## src/rtl/m_axi_reg_pkg.sv

```systemverilog
// Shared types and AXI response codes for the single-beat AXI register master.
package m_axi_reg_pkg;

  localparam int unsigned ID_WIDTH = 4;

  localparam logic [1:0] RESP_OKAY   = 2'b00;
  localparam logic [1:0] RESP_SLVERR = 2'b10;
  localparam logic [1:0] RESP_DECERR = 2'b11;

  typedef enum logic [2:0] {
    IDLE    = 3'd0,
    WR_REQ  = 3'd1,
    WR_RESP = 3'd2,
    RD_REQ  = 3'd3,
    RD_RESP = 3'd4,
    DONE    = 3'd5
  } state_t;

endpackage

```

## src/rtl/axi_watchdog.sv

```systemverilog
// Per-transaction cycle counter; saturates at LIMIT and flags expiry. LIMIT = 0 disables it.
module axi_watchdog #(
  parameter int unsigned LIMIT = 256
) (
  input  logic clk,
  input  logic areset,
  input  logic clear_i,
  input  logic run_i,
  output logic expired_o
);

  localparam int unsigned CNT_W = (LIMIT == 0) ? 1 : $clog2(LIMIT + 1);

  logic [CNT_W-1:0] cnt;

  assign expired_o = (LIMIT != 0) && (cnt == CNT_W'(LIMIT));

  always_ff @(posedge clk or posedge areset) begin
    if (areset) begin
      cnt <= '0;
    end else if (clear_i) begin
      cnt <= '0;
    end else if (run_i && !expired_o) begin
      cnt <= cnt + CNT_W'(1);
    end
  end

endmodule

```

## src/rtl/m_axi_reg_master.sv

```systemverilog
// Single-beat AXI4 initiator: command/response stream in, AXI AW/W/B and AR/R out, with watchdog.
module m_axi_reg_master
  import m_axi_reg_pkg::*;
#(
  parameter int unsigned DATA_WIDTH     = 32,
  parameter int unsigned ADDR_WIDTH     = 32,
  parameter int unsigned TIMEOUT_CYCLES = 256
) (
  input  logic                    clk,
  input  logic                    areset,
  input  logic                    cmd_valid_i,
  output logic                    cmd_ready_o,
  input  logic                    cmd_write_i,
  input  logic [ID_WIDTH-1:0]     cmd_id_i,
  input  logic [ADDR_WIDTH-1:0]   cmd_addr_i,
  input  logic [DATA_WIDTH-1:0]   cmd_wdata_i,
  input  logic [DATA_WIDTH/8-1:0] cmd_wstrb_i,
  output logic                    rsp_valid_o,
  input  logic                    rsp_ready_i,
  output logic [DATA_WIDTH-1:0]   rsp_rdata_o,
  output logic [1:0]              rsp_resp_o,
  output logic                    rsp_timeout_o,
  output logic [ID_WIDTH-1:0]     rsp_id_o,
  output logic [ID_WIDTH-1:0]     awid_o,
  output logic [ADDR_WIDTH-1:0]   awaddr_o,
  output logic                    awvalid_o,
  input  logic                    awready_i,
  output logic [ID_WIDTH-1:0]     wid_o,
  output logic [DATA_WIDTH-1:0]   wdata_o,
  output logic [DATA_WIDTH/8-1:0] wstrb_o,
  output logic                    wlast_o,
  output logic                    wvalid_o,
  input  logic                    wready_i,
  input  logic [ID_WIDTH-1:0]     bid_i,
  input  logic [1:0]              bresp_i,
  input  logic                    bvalid_i,
  output logic                    bready_o,
  output logic [ID_WIDTH-1:0]     arid_o,
  output logic [ADDR_WIDTH-1:0]   araddr_o,
  output logic                    arvalid_o,
  input  logic                    arready_i,
  input  logic [ID_WIDTH-1:0]     rid_i,
  input  logic [DATA_WIDTH-1:0]   rdata_i,
  input  logic                    rlast_i,
  input  logic                    rvalid_i,
  output logic                    rready_o
);

  state_t                state_q, state_d;
  logic [ID_WIDTH-1:0]   id_q;
  logic                  cmd_hs, expired, fire_to, wd_run;
  logic                  awv_d, wv_d, arv_d, tmo_d;
  logic [1:0]            resp_d;
  logic [DATA_WIDTH-1:0] rdata_d;

  assign cmd_ready_o = (state_q == IDLE);
  assign cmd_hs      = cmd_ready_o && cmd_valid_i;
  assign wd_run      = (state_q == WR_REQ) || (state_q == WR_RESP) ||
                       (state_q == RD_REQ) || (state_q == RD_RESP);

  axi_watchdog #(.LIMIT(TIMEOUT_CYCLES)) u_wd (
    .clk      (clk),
    .areset   (areset),
    .clear_i  (cmd_hs),
    .run_i    (wd_run),
    .expired_o(expired)
  );

  // Next state plus next values of the registered channel/response outputs.
  always_comb begin
    state_d = state_q;
    awv_d   = awvalid_o;
    wv_d    = wvalid_o;
    arv_d   = arvalid_o;
    resp_d  = rsp_resp_o;
    rdata_d = rsp_rdata_o;
    tmo_d   = rsp_timeout_o;
    fire_to = 1'b0;
    case (state_q)
      IDLE: begin
        if (cmd_valid_i) begin
          state_d = cmd_write_i ? WR_REQ : RD_REQ;
          awv_d   = cmd_write_i;
          wv_d    = cmd_write_i;
          arv_d   = !cmd_write_i;
        end
      end
      WR_REQ: begin
        awv_d = awvalid_o && !awready_i;
        wv_d  = wvalid_o && !wready_i;
        if (!awv_d && !wv_d) state_d = WR_RESP;
        else                 fire_to = expired;
      end
      WR_RESP: begin
        if (bvalid_i) begin
          state_d = DONE;
          resp_d  = (bid_i == id_q) ? bresp_i : RESP_SLVERR;
          rdata_d = '0;
          tmo_d   = 1'b0;
        end else begin
          fire_to = expired;
        end
      end
      RD_REQ: begin
        arv_d = arvalid_o && !arready_i;
        if (!arv_d) state_d = RD_RESP;
        else        fire_to = expired;
      end
      RD_RESP: begin
        if (rvalid_i) begin
          state_d = DONE;
          rdata_d = rdata_i;
          resp_d  = (rid_i == id_q && rlast_i) ? RESP_OKAY : RESP_SLVERR;
          tmo_d   = 1'b0;
        end else begin
          fire_to = expired;
        end
      end
      DONE: begin
        if (rsp_ready_i) state_d = IDLE;
      end
      default: state_d = IDLE;
    endcase
    // Channel events above take priority; only a stalled phase times out.
    if (fire_to) begin
      state_d = DONE;
      resp_d  = RESP_DECERR;
      rdata_d = '0;
      tmo_d   = 1'b1;
    end
  end

  always_ff @(posedge clk or posedge areset) begin
    if (areset) begin
      state_q       <= IDLE;
      id_q          <= '0;
      awid_o        <= '0;
      awaddr_o      <= '0;
      awvalid_o     <= 1'b0;
      wid_o         <= '0;
      wdata_o       <= '0;
      wstrb_o       <= '0;
      wlast_o       <= 1'b0;
      wvalid_o      <= 1'b0;
      bready_o      <= 1'b0;
      arid_o        <= '0;
      araddr_o      <= '0;
      arvalid_o     <= 1'b0;
      rready_o      <= 1'b0;
      rsp_valid_o   <= 1'b0;
      rsp_rdata_o   <= '0;
      rsp_resp_o    <= '0;
      rsp_timeout_o <= 1'b0;
      rsp_id_o      <= '0;
    end else begin
      state_q       <= state_d;
      awvalid_o     <= awv_d && (state_d == WR_REQ);
      wvalid_o      <= wv_d && (state_d == WR_REQ);
      wlast_o       <= wv_d && (state_d == WR_REQ);
      arvalid_o     <= arv_d && (state_d == RD_REQ);
      bready_o      <= (state_d == WR_RESP);
      rready_o      <= (state_d == RD_RESP);
      rsp_valid_o   <= (state_d == DONE);
      rsp_resp_o    <= resp_d;
      rsp_rdata_o   <= rdata_d;
      rsp_timeout_o <= tmo_d;
      if (cmd_hs) begin
        id_q     <= cmd_id_i;
        rsp_id_o <= cmd_id_i;
        awid_o   <= cmd_id_i;
        wid_o    <= cmd_id_i;
        arid_o   <= cmd_id_i;
        awaddr_o <= cmd_addr_i;
        araddr_o <= cmd_addr_i;
        wdata_o  <= cmd_wdata_i;
        wstrb_o  <= cmd_wstrb_i;
      end
    end
  end

endmodule

```

## config.mk

```make
export PLATFORM = sky130hd
export DESIGN_NAME = m_axi_reg_master
export DESIGN_NICKNAME = d
export VERILOG_FILES = /design/src/rtl/m_axi_reg_pkg.sv /design/src/rtl/axi_watchdog.sv /design/src/rtl/m_axi_reg_master.sv
export SDC_FILE = /design/constraint.sdc
export NUM_CORES = 1
export LEC_CHECK = 0
export ABC_CLOCK_PERIOD_IN_PS = 5300
export CAP_MARGIN = 10
export CORE_ASPECT_RATIO = 0.6
export CORE_UTILIZATION = 35
export DETAILED_ROUTE_END_ITERATION = 12
export PLACE_DENSITY = 0.71
export RECOVER_POWER = 100
export REMOVE_ABC_BUFFERS = 1
export SLEW_MARGIN = 20
export SYNTH_ARGS = -nofsm -noshare
export SYNTH_HDL_FRONTEND = slang
export SYNTH_SLANG_ARGS = --single-unit
export TNS_END_PERCENT = 50
```

## constraint.sdc

```tcl
create_clock -name clk -period 5.3 [get_ports clk]
set_clock_uncertainty 0.1 [all_clocks]
set_input_delay 1.325 -clock clk [delete_from_list [all_inputs] [get_ports clk]]
set_output_delay 1.325 -clock clk [all_outputs]
set_load 0.01 [all_outputs]
```

==> impl_metrics.env, run 1 <==
export IMPL_run_status="finished with violations"
export IMPL_violations="max-capacitance violations, max-slew violations"
export IMPL_stdcell_count=878
export IMPL_grt_overflow_total=0
export IMPL_synthToLayoutAreaGrowth_pct=58.3
export IMPL_hold_viol=0
export IMPL_comb_power_share_pct=43.4
export IMPL_slew_headroom_pct=-76.9
export IMPL_drt_antenna_violating_nets=0
export IMPL_synth_flop_cell="dfrtp_1"
export IMPL_p_seq_share_pct=33.7
export IMPL_cp_top_family="buffers and inverters"
export IMPL_grtUsageMet2_pct=30.3
export IMPL_die_y_um=99.1
export IMPL_fillers=1267
export IMPL_synth_most_common_cell="dfrtp_1"
export IMPL_irDropWorstVdd_v=0.000291
export IMPL_p_per_area_mw_per_mm2=576
export IMPL_gr_usage_met1_pct=23.1
export IMPL_wl_per_cell_um=16.9
export IMPL_diodes=0
export IMPL_clockBufferDepth=2
export IMPL_cpMaxStageDelayCell="clkbuf_2"
export IMPL_crit_type="input port to flip-flop"
export IMPL_rsz0062_at_grt="false"
export IMPL_setup_viol=0
export IMPL_p_clk_share_pct=22.9
export IMPL_port_buffers=283
export IMPL_syn_inst=423
export IMPL_ios=284
export IMPL_routed_wl_mm=14.9
export IMPL_ys_seq_area_share_pct=56.9
export IMPL_synth_edf_count=0
export IMPL_grt_usage_pct=18.4
export IMPL_cap_violations=2
export IMPL_hpwl_mm=10.7
export IMPL_cts_resized=0
export IMPL_nets=789
export IMPL_cts_setup_buffers=0
export IMPL_path_buf_inv=2
export IMPL_leakage_nw=3.84
export IMPL_grt_pass1_vias=4254
export IMPL_slew_viol_final=151
export IMPL_first_pass_iters=4
export IMPL_clock_sinks=125
export IMPL_post_place_cells=846
export IMPL_gp_congestion=0.853
export IMPL_yosysTopAreaCellShare_pct=56.9
export IMPL_antenna_found_initial=0
export IMPL_synth_area_leader_cell="dfrtp_1"
export IMPL_regArea_mm2=0.00313
export IMPL_hp_class="flip-flop to flip-flop"
export IMPL_grt_pass1_wl_mm=22.7
export IMPL_worst_pin_slew_ps=2650
export IMPL_post_route_period_util_pct=80.7
export IMPL_met3_usage_pct=6.36
export IMPL_required_ps=5470
export IMPL_crit_path_start_kind="input port"
export IMPL_async_flop_share_pct=100
export IMPL_power_internal_mw=3.35
export IMPL_p_switching_mw=1.66
export IMPL_cts_max_level=4
export IMPL_min_period_ps=4280
export IMPL_die_w_um=164
export IMPL_initial_core_util_pct=35.8
export IMPL_coreArea_mm2=0.0153
export IMPL_ys_top_cells_by_count="125 x dfrtp_1, 72 x mux2_2, 46 x buf_4"
export IMPL_multi_input_area_mm2=0.00184
export IMPL_critPathCaptureType="flip-flop"
export IMPL_critPathArrivalTime_ps=4450
export IMPL_cts_tree="built"
export IMPL_ctsRootBufferMaster="clkbuf_16"
export IMPL_num_rows=35
export IMPL_design_die_area_mm2=0.0162
export IMPL_worst_path_max_fanout=81
export IMPL_slowest_delay_ps=1560
export IMPL_ys_warn_count=0
export IMPL_drc_errors=0
export IMPL_synthesis_area_mm2=0.00549
export IMPL_synth_distinct_cells=44
export IMPL_drt_iter0_drc=141
export IMPL_synth_seq_cells=125
export IMPL_synthTopCellsByArea="dfrtp_1 57%, mux2_2 15%, buf_4 6.3%"
export IMPL_insertion_delay_ps=400
export IMPL_finalSetupTns_ps=0
export IMPL_clk_pin_slew_ps=60
export IMPL_num_vias=4178
export IMPL_path_cells="clkdlybuf4s50_1 > nor4b_1 > clkbuf_2 > mux2_2"
export IMPL_busiest_layer="met2"
export IMPL_swShare_pct=33.1
export IMPL_via_per_inst=4.76
export IMPL_grt_start_max_net_pins=82
export IMPL_fmax_mhz=234
export IMPL_cts_made_buffers=17
export IMPL_synth_avg_cell_area_um2=13.0
export IMPL_ctsHoldBuffers=0
export IMPL_drive_gt1_share_pct=16.3
-- through the flow --
stage / cell area [um2] / hold WS (ps) / utilization [%] / total power, mW / worst slack [ps]
after floorplan: 5010 / 402 / - / 2.72 / -5510
after global placement: 8140 / 363 / 53.1 / 4.06 / 1630
after detailed placement: 8140 / 381 / 53.1 / 4.12 / 1530
after CTS: 8720 / 395 / 56.9 / 5.30 / 1680
after global routing: 8700 / 415 / 56.8 / 5.30 / 863
final: 8700 / 387 / 56.8 / 5.01 / 1020
-- final timing paths --
check | to | start | slack, ps | depth (start not counted)
max | wdata_o[2] | cmd_valid_i | 1020 | 4
min | rsp_timeout_o | rsp_timeout_o | 390 | 2
max reg2reg | wdata_o[2] | state_q[0] | 1710 | 3
min reg2reg | rsp_timeout_o | rsp_timeout_o | 390 | 2
max in group asynchronous | wdata_o[2] | areset | 1460 | 3
min in group asynchronous | araddr_o[10] | areset | 2080 | 2
-- metal layers --
metal,vias to the layer above,wire length [um]
li1,1941,-
met1,2054,6360
met2,177,7160
met3,6,1260
met4,0,82
met5,-,0
-- layout make-up --
| class | count | share of cell area [%] |
|---|---|---|
| Clock buffer | 19 | 5.09 |
| Clock inverter | 13 | 1.61 |
| Inverter | 9 | 0.388 |
| Multi-Input combinational cell | 222 | 21.2 |
| Sequential cell | 125 | 36.0 |
| Tap cell | 203 | 2.92 |
| Timing Repair Buffer | 287 | 32.9 |
-- flip-flops by register name (all words and copies together), names as in the netlist --
name and flops:
araddr_o 32, arvalid_o 1, awvalid_o 1, bready_o 1, id_q 4, rready_o 1, rsp_rdata_o 32, rsp_resp_o 2
rsp_timeout_o 1, rsp_valid_o 1, state_q 3, u_wd.cnt 9, wdata_o 32, wstrb_o 4, wvalid_o 1
-- worst reg2reg max path: cells and delay by family, from the launching register on --
kind	cells	cell delay [ps]
buffers and inverters	1	1560
muxes	1	500
DFF	1	630
and+or+nand+nor	1	690
-- placed cells by master (no fill, tap or decap), drive strengths merged, types with 9 or more instances in the layout --
master	instances
clkbuf	20
clkdlybuf4s50	123
a22o	33
dfrtp	125
dlygate4sd3	160
xnor2	9
nand2	11
mux2	72
inv	11
nor2	17
a21oi	11
-- power by group through the flow --
stage	combinational [mW]	sequential (mW)	clock (mW)
2_1_floorplan	0.785	1.94	0
3_3_place_gp	2.36	1.70	0
3_5_place_dp	2.39	1.73	0
4_1_cts	2.40	1.72	1.18
5_1_grt	2.33	1.76	1.22
6_report	2.17	1.69	1.15
-- cell families after synthesis --
kind of cell,count (synthesis),synth area share (%)
muxes,73,14.9
xor gates and xnor gates,13,2.07
buffers and inverters,76,9.36
and+or+nand+nor,70,7.08
AOI/OAI and AO/OA,64,9.16
DFF,125,56.9
adders and majority gates,2,0.455
No activity file was read; power rests on OpenSTA's default activity.
==> inputs of run 2 (changes only) <==
--- a/config.mk
+++ b/config.mk
@@ -5,7 +5,7 @@
 export SDC_FILE = /design/constraint.sdc
 export NUM_CORES = 1
 export LEC_CHECK = 0
-export ABC_CLOCK_PERIOD_IN_PS = 5300
+export ABC_CLOCK_PERIOD_IN_PS = 4150
 export CAP_MARGIN = 10
 export CORE_ASPECT_RATIO = 0.6
 export CORE_UTILIZATION = 35
==> constraint.sdc (replaced) <==
create_clock -name clk -period 4.15 [get_ports clk]
set_clock_uncertainty 0.1 [all_clocks]
set_input_delay 1.0375 -clock clk [delete_from_list [all_inputs] [get_ports clk]]
set_output_delay 1.0375 -clock clk [all_outputs]
set_load 0.01 [all_outputs]
==> run 2 against run 1 <==
The run still ends with max-capacitance violations, max-slew violations left. Hold slack better by 4.9 ps. Sequential share of layout area is 0.33 points lower. First-iteration DRC count fell by 7.1%. Design area rose by 0.93%. Non-clock buffer count is 2 higher. Clock power increased by 31%. Critical path depth is the same.
==> impl_metrics.env, run 2 (same netlist as run 1, synthesis figures left out) <==
export IMPL_clk_pin_slew_ps=60
export IMPL_gp_congestion=0.832
export IMPL_hp_class="flip-flop to flip-flop"
export IMPL_cts_made_buffers=17
export IMPL_hpwl_mm=10.9
export IMPL_post_place_cells=848
export IMPL_first_pass_iters=6
export IMPL_drt_antenna_violating_nets=0
export IMPL_ctsHoldBuffers=0
export IMPL_final_common_cell="dlygate4sd3_1"
export IMPL_critPathArrivalTime_ps=3500
export IMPL_insertion_delay_ps=400
export IMPL_p_per_area_mw_per_mm2=736
export IMPL_crit_path_start_kind="input port"
export IMPL_fmax_mhz=301
export IMPL_hold_viol=0
export IMPL_cap_violations=1
export IMPL_min_period_ps=3320
export IMPL_grt_usage_pct=18.6
export IMPL_clock_sinks=125
export IMPL_drive_gt1_share_pct=17.0
export IMPL_stdcell_count=880
export IMPL_drc_errors=0
export IMPL_initial_core_util_pct=35.8
export IMPL_hold_path_endpoint="rsp_rdata_o[4]"
export IMPL_critPathCaptureType="flip-flop"
export IMPL_required_ps=4330
export IMPL_r2r_cells=3
export IMPL_grt_overflow_total=0
export IMPL_crit_type="input port to flip-flop"
export IMPL_post_route_period_util_pct=80.0
export IMPL_cts_setup_buffers=0
export IMPL_hold_path_depth=1
export IMPL_finalSetupTns_ps=0
export IMPL_irDropWorstVdd_v=0.000345
export IMPL_mostFrequentLayoutCells="162 x dlygate4sd3_1, 125 x dfrtp_1, 121 x clkdlybuf4s50_1, 72 x mux2_2, 33 x a22o_1"
export IMPL_die_y_um=99.1
export IMPL_ios=284
export IMPL_violations="max-capacitance violations, max-slew violations"
export IMPL_nets=791
export IMPL_diodes=0
export IMPL_r2r_end="wdata_o[0]"
export IMPL_cts_resized=0
export IMPL_run_status="finished with violations"
export IMPL_num_rows=35
export IMPL_setup_viol=0
export IMPL_reg_largest_list="araddr_o (32), rsp_rdata_o (32), wdata_o (32)"
export IMPL_coreArea_mm2=0.0153
export IMPL_hold_start="rsp_rdata_o[4]"
export IMPL_cts_tree="built"
export IMPL_design_die_area_mm2=0.0162
export IMPL_ctsRootBufferMaster="clkbuf_16"
export IMPL_r2r_setup_slack_ps=1390
export IMPL_fillers=1278
export IMPL_synthToLayoutAreaGrowth_pct=59.8
export IMPL_drt_iter0_drc=131
export IMPL_rsz0062_at_grt="false"
export IMPL_leakage_nw=3.87
export IMPL_routed_wl_mm=14.8
export IMPL_grt_start_max_net_pins=50
export IMPL_worst_pin_slew_ps=1710
export IMPL_rr_startpoint="state_q[1]"
export IMPL_cts_max_level=4
export IMPL_worst_path_max_fanout=46
export IMPL_clockBufferDepth=2
export IMPL_via_per_inst=4.71
export IMPL_slew_viol_final=37
export IMPL_grt_pass1_vias=4387
export IMPL_antenna_found_initial=0
export IMPL_grt_pass1_wl_mm=23.1
export IMPL_wl_per_cell_um=16.8
export IMPL_num_vias=4141
export IMPL_die_w_um=164
export IMPL_port_buffers=283
export IMPL_slew_headroom_pct=-14.5
[run 2: cell types whose count changed in the layout (fill, tap and decap cells not counted), sizes merged]
| cell | before | now |
|---|---|---|
| buf | 3 | 6 |
| clkbuf | 20 | 19 |
| clkdlybuf4s50 | 123 | 121 |
| clkinv | 5 | 3 |
| dlygate4sd3 | 160 | 162 |
| inv | 11 | 13 |
[run 2: area by class of cell]
| cell class | instances | area [um2] | share of cell area (%) |
|---|---|---|---|
| clock inverters | 13 | 155 | 1.77 |
| well taps | 203 | 254 | 2.89 |
| multi-input cells | 222 | 1840 | 21.0 |
| clock buffers | 19 | 453 | 5.16 |
| flip-flops and latches | 125 | 3130 | 35.6 |
| inverters | 9 | 35.0 | 0.399 |
| repair buffers | 289 | 2920 | 33.2 |
[run 2: how the worst max path moves through the flow]
stage,slack (ps),cells after the start,startpoint,endpoint
final,830,4,cmd_valid_i,wdata_o[0]
after detailed placement,1020,4,cmd_valid_i,araddr_o[9]
after global routing,710,6,cmd_valid_i,awvalid_o
after CTS,880,3,state_q[1],cmd_ready_o
after floorplan,-6370,5,cmd_valid_i,awvalid_o
after global placement,1030,4,cmd_valid_i,wdata_o[11]
[run 2: layer usage]
metal,global-route usage [%],part of all wire (%),vias to the layer above
met5,0,0,-
met4,5.41,0.59,0
met3,5.68,7.9,6
met2,31.0,49,171
met1,23.2,43,2025
li1,-,-,1939
[run 2: worst max-delay path: stages]
cell and delay, ps:
dlygate4sd3_1 590, nor4b_1 1120, buf_12 340, mux2_2 370
[run 2: where the power goes]
group | leakage [nW] | total [mW] | switching, mW | internal (mW)
combinational | 2.01 | 2.83 | 1.19 | 1.64
sequential | 1.57 | 2.13 | 0.379 | 1.75
clock | 0.289 | 1.51 | 0.580 | 0.932
total | 3.87 | 6.47 | 2.15 | 4.32
[run 2: metrics by stage]
step	setup slack (ps)	hold slack (ps)	power (mW)	cell area (um2)	utilization (%)
final	830	392	6.47	8780	57.3
after global routing	708	409	6.86	8780	57.3
after CTS	878	402	6.86	8800	57.4
after detailed placement	1020	384	5.29	8190	53.5
after global placement	1030	362	5.22	8190	53.5
after floorplan	-6370	402	3.48	5010	-
==> inputs of run 3 (changes only) <==
--- a/config.mk
+++ b/config.mk
@@ -5,7 +5,7 @@
 export SDC_FILE = /design/constraint.sdc
 export NUM_CORES = 1
 export LEC_CHECK = 0
-export ABC_CLOCK_PERIOD_IN_PS = 4150
+export ABC_CLOCK_PERIOD_IN_PS = 3350
 export CAP_MARGIN = 10
 export CORE_ASPECT_RATIO = 0.6
 export CORE_UTILIZATION = 35
==> constraint.sdc (replaced) <==
create_clock -name clk -period 3.35 [get_ports clk]
set_clock_uncertainty 0.1 [all_clocks]
set_input_delay 0.8375 -clock clk [delete_from_list [all_inputs] [get_ports clk]]
set_output_delay 0.8375 -clock clk [all_outputs]
set_load 0.01 [all_outputs]
==> run 3 against run 2 <==
The run now ends clean. Utilization down 0.082 points. Largest cell class unchanged. Critical endpoint is now araddr_o[10]. Register-to-register slack worse by 620 ps. Critical path type unchanged. Final cell count unchanged. Sequential cell count unchanged. Count of clock-buffer cells in the layout unchanged. Combinational power up 25%.
==> impl_metrics.env, run 3 (same netlist as run 1, synthesis figures left out) <==
export IMPL_grt_pass1_vias=4259
export IMPL_grt_overflow_total=0
export IMPL_gp_congestion=0.846
export IMPL_via_per_inst=4.75
export IMPL_cts_setup_buffers=0
export IMPL_design_die_area_mm2=0.0162
export IMPL_critPathCaptureType="flip-flop"
export IMPL_drt_iter0_drc=157
export IMPL_drive_gt1_share_pct=16.7
export IMPL_comb_power_share_pct=44.3
export IMPL_power_internal_mw=5.37
export IMPL_cts_resized=0
export IMPL_drt_antenna_violating_nets=0
export IMPL_cts_made_buffers=17
export IMPL_crit_type="input port to flip-flop"
export IMPL_fin_ws_ps=323
export IMPL_antenna_found_initial=0
export IMPL_slew_headroom_pct=16.6
export IMPL_hold_viol=0
export IMPL_port_buffers=283
export IMPL_post_place_cells=849
export IMPL_clk_pin_slew_ps=50
export IMPL_finish_utilization_pct=57.2
export IMPL_num_rows=35
export IMPL_grt_pass1_wl_mm=23.2
export IMPL_post_route_period_util_pct=90.3
export IMPL_grt_start_max_net_pins=83
export IMPL_swShare_pct=32.9
export IMPL_critPathArrivalTime_ps=3200
export IMPL_cts_tree="built"
export IMPL_clockBufferDepth=2
export IMPL_met3_usage_pct=7.11
export IMPL_die_w_um=164
export IMPL_num_vias=4179
export IMPL_insertion_delay_ps=400
export IMPL_run_status="finished, final reports clean"
export IMPL_pre_cts_slack_ps=469
export IMPL_p_per_area_mw_per_mm2=913
export IMPL_coreArea_mm2=0.0153
export IMPL_worst_pin_slew_ps=1250
export IMPL_wl_per_cell_um=17.1
export IMPL_gr_usage_met1_pct=22.6
export IMPL_grtUsageMet2_pct=30.4
export IMPL_ctsHoldBuffers=0
export IMPL_stdcell_count=880
export IMPL_ctsRootBufferMaster="clkbuf_16"
export IMPL_fmax_mhz=330
export IMPL_p_seq_share_pct=32.4
export IMPL_routed_wl_mm=15.0
export IMPL_reg_largest_list="araddr_o (32), rsp_rdata_o (32), wdata_o (32)"
export IMPL_worst_path_max_fanout=82
export IMPL_setup_viol=0
export IMPL_min_period_ps=3030
export IMPL_hp_class="flip-flop to flip-flop"
export IMPL_synthToLayoutAreaGrowth_pct=59.6
export IMPL_slew_viol_final=0
export IMPL_rsz0062_at_grt="false"
export IMPL_initial_core_util_pct=35.8
export IMPL_hpwl_mm=10.9
export IMPL_drc_errors=0
export IMPL_holdWs_ps=375
export IMPL_mostFrequentLayoutCells="162 x dlygate4sd3_1, 125 x dfrtp_1, 121 x clkdlybuf4s50_1, 71 x mux2_2, 33 x a22o_1"
export IMPL_first_pass_iters=4
export IMPL_cap_violations=0
export IMPL_clock_sinks=125
export IMPL_grt_usage_pct=18.6
export IMPL_nets=792
export IMPL_ios=284
export IMPL_leakage_nw=3.86
export IMPL_post_dp_cell_area_mm2=0.00821
export IMPL_p_switching_mw=2.64
export IMPL_crit_path_start_kind="input port"
export IMPL_r2r_setup_slack_ps=770
export IMPL_cts_max_level=4
export IMPL_final_common_cell="dlygate4sd3_1"
export IMPL_required_ps=3520
export IMPL_busiest_layer="met2"
export IMPL_final_cell_area_mm2=0.00877
export IMPL_p_clk_share_pct=23.3
export IMPL_diodes=0
export IMPL_irDropWorstVdd_v=0.000481
export IMPL_die_y_um=99.1
==> run 3: worst paths after layout <==
| check | startpoint | endpoint | depth (start not counted) |
|---|---|---|---|
| worst min register to register | rsp_timeout_o | rsp_timeout_o | 2 |
| min in group asynchronous | areset | id_q[0] | 3 |
| max in group asynchronous | areset | araddr_o[27] | 3 |
| worst max-delay path | cmd_valid_i | araddr_o[10] | 4 |
| worst max register to register | state_q[0] | araddr_o[10] | 4 |
| worst min-delay path | rsp_timeout_o | rsp_timeout_o | 2 |
==> run 3: area by class of cell <==
class                      instances  area, um2
timing repair buffer             290       2910
clock inverter                    12        164
multi-input combinational        222       1850
clock buffer                      19        433
sequential                       125       3130
inverter                           9       35.0
tap                              203        254
fill                            1242       6560
==> run 3: per-layer routing <==
metal | up-vias | share of wire, %
li1 | 1937 | -
met1 | 2048 | 42
met2 | 180 | 48
met3 | 14 | 9.2
met4 | 0 | 1.0
met5 | - | 0
==> run 3: stage by stage <==
stage,power [mW],TNS (ps)
detailed placement,6.56,0
global placement,6.48,0
floorplan,4.27,-696460
finish,8.01,0
global route,8.49,0
CTS,8.50,0
==> run 3: worst max-delay path: stages <==
cell           delay, ps
dlygate4sd3_1        640
nor4b_2              290
clkbuf_4             880
mux2_2               430
==> run 3: power groups by stage <==
stage          combinational [mW]  sequential (mW)  clock [mW]
2_1_floorplan                1.21             3.06           0
3_3_place_gp                 3.85             2.63           0
3_5_place_dp                 3.91             2.65           0
4_1_cts                      3.93             2.65        1.92
5_1_grt                      3.79             2.70        2.00
6_report                     3.55             2.59        1.87
